==> src/rtl/soc_gpio_arbiter.sv <==
// Two-requester round-robin arbiter in front of a single GPIO register port.
// Each access is bounded by a wait-cycle timeout.
module soc_gpio_arbiter #(
  parameter int unsigned IO_MAP_WIDTH = 32,
  parameter int unsigned ADDR_WIDTH   = 4,
  parameter int unsigned TIMEOUT      = 15
) (
  input  logic                    clk,
  input  logic                    rst,
  input  logic                    m0_req,
  input  logic                    m0_we,
  input  logic [ADDR_WIDTH-1:0]   m0_addr,
  input  logic [IO_MAP_WIDTH-1:0] m0_wdata,
  output logic                    m0_ack,
  output logic [IO_MAP_WIDTH-1:0] m0_rdata,
  output logic                    m0_err,
  input  logic                    m1_req,
  input  logic                    m1_we,
  input  logic [ADDR_WIDTH-1:0]   m1_addr,
  input  logic [IO_MAP_WIDTH-1:0] m1_wdata,
  output logic                    m1_ack,
  output logic [IO_MAP_WIDTH-1:0] m1_rdata,
  output logic                    m1_err,
  output logic                    gpio_valid,
  output logic                    gpio_we,
  output logic [ADDR_WIDTH-1:0]   gpio_addr,
  output logic [IO_MAP_WIDTH-1:0] gpio_wdata,
  input  logic [IO_MAP_WIDTH-1:0] gpio_rdata,
  input  logic                    gpio_ready,
  output logic                    arb_busy
);

  typedef enum logic [1:0] {StIdle, StAccess, StDone} state_e;

  localparam logic [7:0] TimeoutCnt = 8'(TIMEOUT);

  state_e     state_q;
  logic       last_grant_q;
  logic       grant_q;
  logic [7:0] wait_cnt_q;
  logic       grant_m1;
  logic       finish;
  logic [IO_MAP_WIDTH-1:0] rdata_cap;

  // On contention the requester not served last time wins.
  assign grant_m1  = m1_req & (~m0_req | ~last_grant_q);
  assign finish    = gpio_ready | (wait_cnt_q == TimeoutCnt);
  // The gpio port registers double as the holding registers for the access.
  assign rdata_cap = (gpio_ready && !gpio_we) ? gpio_rdata : '0;

  always_ff @(posedge clk) begin
    if (rst) begin
      state_q      <= StIdle;
      last_grant_q <= 1'b1;
      grant_q      <= 1'b0;
      wait_cnt_q   <= '0;
      m0_ack       <= 1'b0;
      m0_rdata     <= '0;
      m0_err       <= 1'b0;
      m1_ack       <= 1'b0;
      m1_rdata     <= '0;
      m1_err       <= 1'b0;
      gpio_valid   <= 1'b0;
      gpio_we      <= 1'b0;
      gpio_addr    <= '0;
      gpio_wdata   <= '0;
      arb_busy     <= 1'b0;
    end else begin
      m0_ack <= 1'b0;
      m1_ack <= 1'b0;
      unique case (state_q)
        StIdle: begin
          if (m0_req || m1_req) begin
            grant_q    <= grant_m1;
            gpio_valid <= 1'b1;
            gpio_we    <= grant_m1 ? m1_we : m0_we;
            gpio_addr  <= grant_m1 ? m1_addr : m0_addr;
            gpio_wdata <= grant_m1 ? m1_wdata : m0_wdata;
            wait_cnt_q <= '0;
            arb_busy   <= 1'b1;
            state_q    <= StAccess;
          end
        end
        StAccess: begin
          if (finish) begin
            gpio_valid <= 1'b0;
            gpio_we    <= 1'b0;
            state_q    <= StDone;
            if (grant_q) begin
              m1_ack   <= 1'b1;
              m1_err   <= ~gpio_ready;
              m1_rdata <= rdata_cap;
            end else begin
              m0_ack   <= 1'b1;
              m0_err   <= ~gpio_ready;
              m0_rdata <= rdata_cap;
            end
          end else begin
            wait_cnt_q <= wait_cnt_q + 8'd1;
          end
        end
        StDone: begin
          last_grant_q <= grant_q;
          arb_busy     <= 1'b0;
          state_q      <= StIdle;
        end
        default: begin
          state_q <= StIdle;
        end
      endcase
    end
  end

endmodule
==> config.mk <==
export PLATFORM = sky130hd
export DESIGN_NAME = soc_gpio_arbiter
export DESIGN_NICKNAME = d
export VERILOG_FILES = /design/src/rtl/soc_gpio_arbiter.sv
export SDC_FILE = /design/constraint.sdc
export NUM_CORES = 1
export LEC_CHECK = 0
export CAP_MARGIN = 10
export CORE_UTILIZATION = 44
export CTS_CLUSTER_SIZE = 8
export DETAILED_ROUTE_END_ITERATION = 10
export DONT_BUFFER_PORTS = 1
export GPL_ROUTABILITY_DRIVEN = 0
export SLEW_MARGIN = 25
export SYNTH_ARGS = -nofsm -noshare
export SYNTH_HDL_FRONTEND = slang
export SYNTH_SLANG_ARGS = --single-unit
==> constraint.sdc <==
create_clock -name clk -period 3.5 [get_ports clk]
set_input_delay 0.7 -clock clk [delete_from_list [all_inputs] [get_ports clk]]
set_output_delay 0.7 -clock clk [all_outputs]
set_load 0.005 [all_outputs]
==> out/qor_table.md <==
| Quantity | Value |
|:---|:---|
| Post-route clock period utilization | 60.35% |
| Flop and latch count out of synthesis | 119 |
| Clk_lat worst skew | 0.50 ns |
| Endpoint of the worst hold path | m0_err$_SDFFE_PP0P_ |
| Slowest library cell on the worst path | sky130_fd_sc_hd__o21a_2 |
| Startpoint of the worst register-to-register path | state_q[1]$_SDFFE_PP0P_ |
| Maximum buffer depth of the clock tree | 2 |
| Element type at the critical path end | flip-flop |
| # fillers | 927 |
| Non-filler instance count after layout | 541 |
| Max-cap violations | 0 |
| Vias post-DR | 3332 |
| Starting density of the core | 45.67% |
| HPWL after DPL | 7364 um |
| Slew at the pin with the worst max-slew slack | 0.9827 ns |
| Number of instances in the synthesized netlist | 412 |
| Critical path startpoint | state_q[1]$_SDFFE_PP0P_ |
| CTS tree | yes |
| Site row count | 36 |
| Cell types occupying the most area after synthesis | sky130_fd_sc_hd__dfxtp_1 53%, sky130_fd_sc_hd__a32o_1 14%, sky130_fd_sc_hd__mux2i_1 8.9%, sky130_fd_sc_hd__a211oi_1 6.4%, sky130_fd_sc_hd__nor2_1 3.8% |
| Final number of hold-violating endpoints | 0 |
| Post-layout nets | 508 |
| Global-route wire length before repair | 15350 um |
| Worst hold slack across all endpoints | 0.2711 ns |
| Status | completed |
| Clk sinks | 119 |
| Seq. cell area | 2382 um2 |
| Time the final worst path needs with I/O delays and setup | 2.112 ns |
| Slew headroom | 34.48% |
| Layout cells sized above 1 | 11.52% |
| Setup TNS | 0 ns |
| DIE HEIGHT | 103.0 um |
| Layout-stage area growth over the synthesis result | 13.67% |
| Post-Route Skew | 0.007269 ns |
| Number of setup buffers added after CTS | 0 |
| Antenna fix cells | 0 |
| Power density over the cells | 658.5 nW/um2 |
| GRT Total Usage | 19.66% |
| Cell with the most instances after synthesis | sky130_fd_sc_hd__dfxtp_1 |
| Placeable core region | 9819 um2 |
| Post-synthesis cell area | 4484 um2 |
| Type of the most critical hold path | in -> reg |
| Initial antenna violation count | 0 |
| Cell area after placement | 4543 um2 |
| Leakage | 1.828 nW |
| Post-Synth Adder-Cell Area | 0.2790% |
| Number of cells traversed by the worst hold path | 1 |
| TritonCTS buffer count | 17 |
| Flip-flop cell with the highest count after synthesis | sky130_fd_sc_hd__dfxtp_1 |
| Routed Antenna Nets | 0 |
| Main combinational cell family by area after synthesis | compound AO/OA/AOI/OAI gates |
| Setup Viol. Count Final | 0 |
| Post-synthesis compound-gate area fraction | 25.11% |
| Die Outline Area | 10600 um2 |
| Die outline width | 103.0 um |
| H-tree levels | 4 |
| Leading cell types by count after synthesis | 119 x sky130_fd_sc_hd__dfxtp_1, 64 x sky130_fd_sc_hd__a32o_1, 45 x sky130_fd_sc_hd__nor2_1 |
| Stage delay of the slowest cell on the critical path | 0.83 ns |
| Synthesis Warnings | 0 |
| Remaining design rule violation count | 0 |
| Type of the worst setup path | reg -> reg |
| Largest area contributor in the netlist | sky130_fd_sc_hd__dfxtp_1 |
| Number of enable flip-flop cells after synthesis | 0 |
| Via count of the first global-routing pass | 2994 |
| Highest clock frequency the design can meet | 473.4 MHz |
| Critical Path RT | 3.92 ns |
| Via-per-instance ratio | 6.159 |
| Cell mode on critical path | sky130_fd_sc_hd__nor2_1 |
| Reg2reg setup slack | 1.39 ns |
| Max rail drop VDD | 0.3054 mV |
| Ports | 218 |
| Synthesized netlist net count | 524 |
| Clock input transition at the sequential cells of the worst setup and hold paths | 0.06 ns |
| HP Start | rst |
| Sequential share of the synthesized area | 53.13% |
| Endpoint of the worst-slack reg-to-reg timing path | gpio_wdata[17]$_SDFFE_PP0P_ |
| Hold Buf Count CTS | 0 |
| Wire length after detailed routing | 10860 um |
| Area share of xor/xnor cells in the synthesized design | 0% |
| Per-cell routed wire length | 20.07 um |
| Cell total after placement | 510 |
| Unrepaired setup endpoints after global routing | no |
| Post-CTS Resized | 0 |
| Tot Pwr | 3.357 mW |
| Finished layout cell area | 5097 um2 |
| Endpoint arrival time on the critical path | 2.53 ns |
| Gr ovfl total | 0 |
| Worst reg2reg path depth | 5 |
| Area of the multi-input gates | 1923 um2 |
| Share of Yosys cell area claimed by the top area cell type | 53.13% |
| Proportion of synthesized area in mux cells | 8.929% |
| Cell chosen for the clock root | sky130_fd_sc_hd__clkbuf_8 |
| Average size of a mapped cell | 10.88 um2 |
| Detailed router's first-iteration violation count | 123 |
| Critical Path, Cell by Cell | nor2_1, o21a_2, buf_4, nor2_1, a211oi_1 |
| Largest net degree at the start of global routing | 62 |
| Synth unique cells | 41 |
| Pins Over Slew Limit | 0 |
| Kind of start point of the critical path | flip-flop |
| Share of synthesized registers carrying an async set or reset | 0% |
| Crit-path max FO | 56 |
| Simple-gate share of the synthesized area | 7.924% |
| Detailed-routing iteration count for the pre-antenna-repair pass | 5 |
| Count of input and output buffers | 0 |
==> per-stage QoR <==
stage | setup WS (ns) | util (%)
2_1_floorplan | 1.704 | -
3_3_place_gp | 1.276 | 46.27
3_5_place_dp | 1.261 | 46.27
4_1_cts | 1.389 | 51.91
5_1_grt | 1.141 | 51.91
6_report | 1.388 | 51.91
==> sequential cells by signal, summed over array words and instances, names as in the netlist <==
register and cells:
gpio_wdata 32, m0_rdata 32, m1_rdata 32, wait_cnt_q 8, gpio_addr 4, state_q 2
arb_busy 1, gpio_valid 1, gpio_we 1, grant_q 1, last_grant_q 1, m0_ack 1
m0_err 1, m1_ack 1, m1_err 1
==> report_power, final <==
part | leakage (nW) | switching, mW | internal, mW | total, mW
combinational | 0.581 | 0.150 | 0.0978 | 0.248
clock | 0.274 | 0.570 | 1.04 | 1.61
sequential | 0.972 | 0.0650 | 1.43 | 1.50
==> layout make-up <==
type | count | share of cell area [%]
flip-flops and latches | 119 | 46.74
multi-input cells | 248 | 37.73
clock buffers | 22 | 8.886
well taps | 133 | 3.265
clock inverters | 9 | 1.988
repair buffers | 9 | 1.325
inverters | 1 | 0.07364
==> worst max-delay path, delay by kind of cell, from the launching register on <==
kind | cells | cell delay [ns]
AO/OA/AOI/OAI | 2 | 1.03
buffers and inverters | 1 | 0.37
flip-flops | 1 | 0.32
AND/OR/NAND/NOR | 2 | 0.27
==> layer usage <==
| metal | vias to the layer above | wire length [um] | GRT usage [%] |
|---|---|---|---|
| met5 | - | 0 | 0 |
| met4 | 0 | 142 | 7.476 |
| met3 | 17 | 1419 | 11.39 |
| li1 | 1572 | - | - |
| met2 | 180 | 5111 | 30.97 |
| met1 | 1563 | 4186 | 21.95 |
==> placed cells by master (no fill, tap or decap), types with 2 or more instances in the layout <==
master	n
sky130_fd_sc_hd__o32ai_1	2
sky130_fd_sc_hd__clkbuf_1	3
sky130_fd_sc_hd__nand2_1	5
sky130_fd_sc_hd__o21ai_0	4
sky130_fd_sc_hd__clkinv_2	5
sky130_fd_sc_hd__clkbuf_8	3
sky130_fd_sc_hd__a32o_1	64
sky130_fd_sc_hd__nand2b_1	5
sky130_fd_sc_hd__a21oi_1	10
sky130_fd_sc_hd__mux2i_1	40
sky130_fd_sc_hd__a31oi_1	3
sky130_fd_sc_hd__dfxtp_1	119
sky130_fd_sc_hd__nor2_1	44
sky130_fd_sc_hd__nor3_1	2
sky130_fd_sc_hd__clkbuf_16	16
sky130_fd_sc_hd__a211oi_1	38
sky130_fd_sc_hd__buf_4	9
sky130_fd_sc_hd__bufinv_16	2
sky130_fd_sc_hd__nand3_1	6
sky130_fd_sc_hd__or3_1	2
==> cells by family after synthesis <==
group,after synthesis
compound gates,132
flops,119
simple gates,75
buf+inv,45
mux,40
fa+ha+maj,1
==> worst max-delay path by stage <==
stage / to / slack (ns)
after detailed placement: gpio_wdata[19]$_SDFFE_PP0P_ / 1.26
after CTS: gpio_wdata[10]$_SDFFE_PP0P_ / 1.39
after floorplan: wait_cnt_q[7]$_SDFFE_PP0P_ / 1.70
after global placement: gpio_wdata[19]$_SDFFE_PP0P_ / 1.28
final: gpio_wdata[17]$_SDFFE_PP0P_ / 1.39
after global routing: gpio_wdata[14]$_SDFFE_PP0P_ / 1.14
No activity file was read; power rests on OpenSTA's default activity.
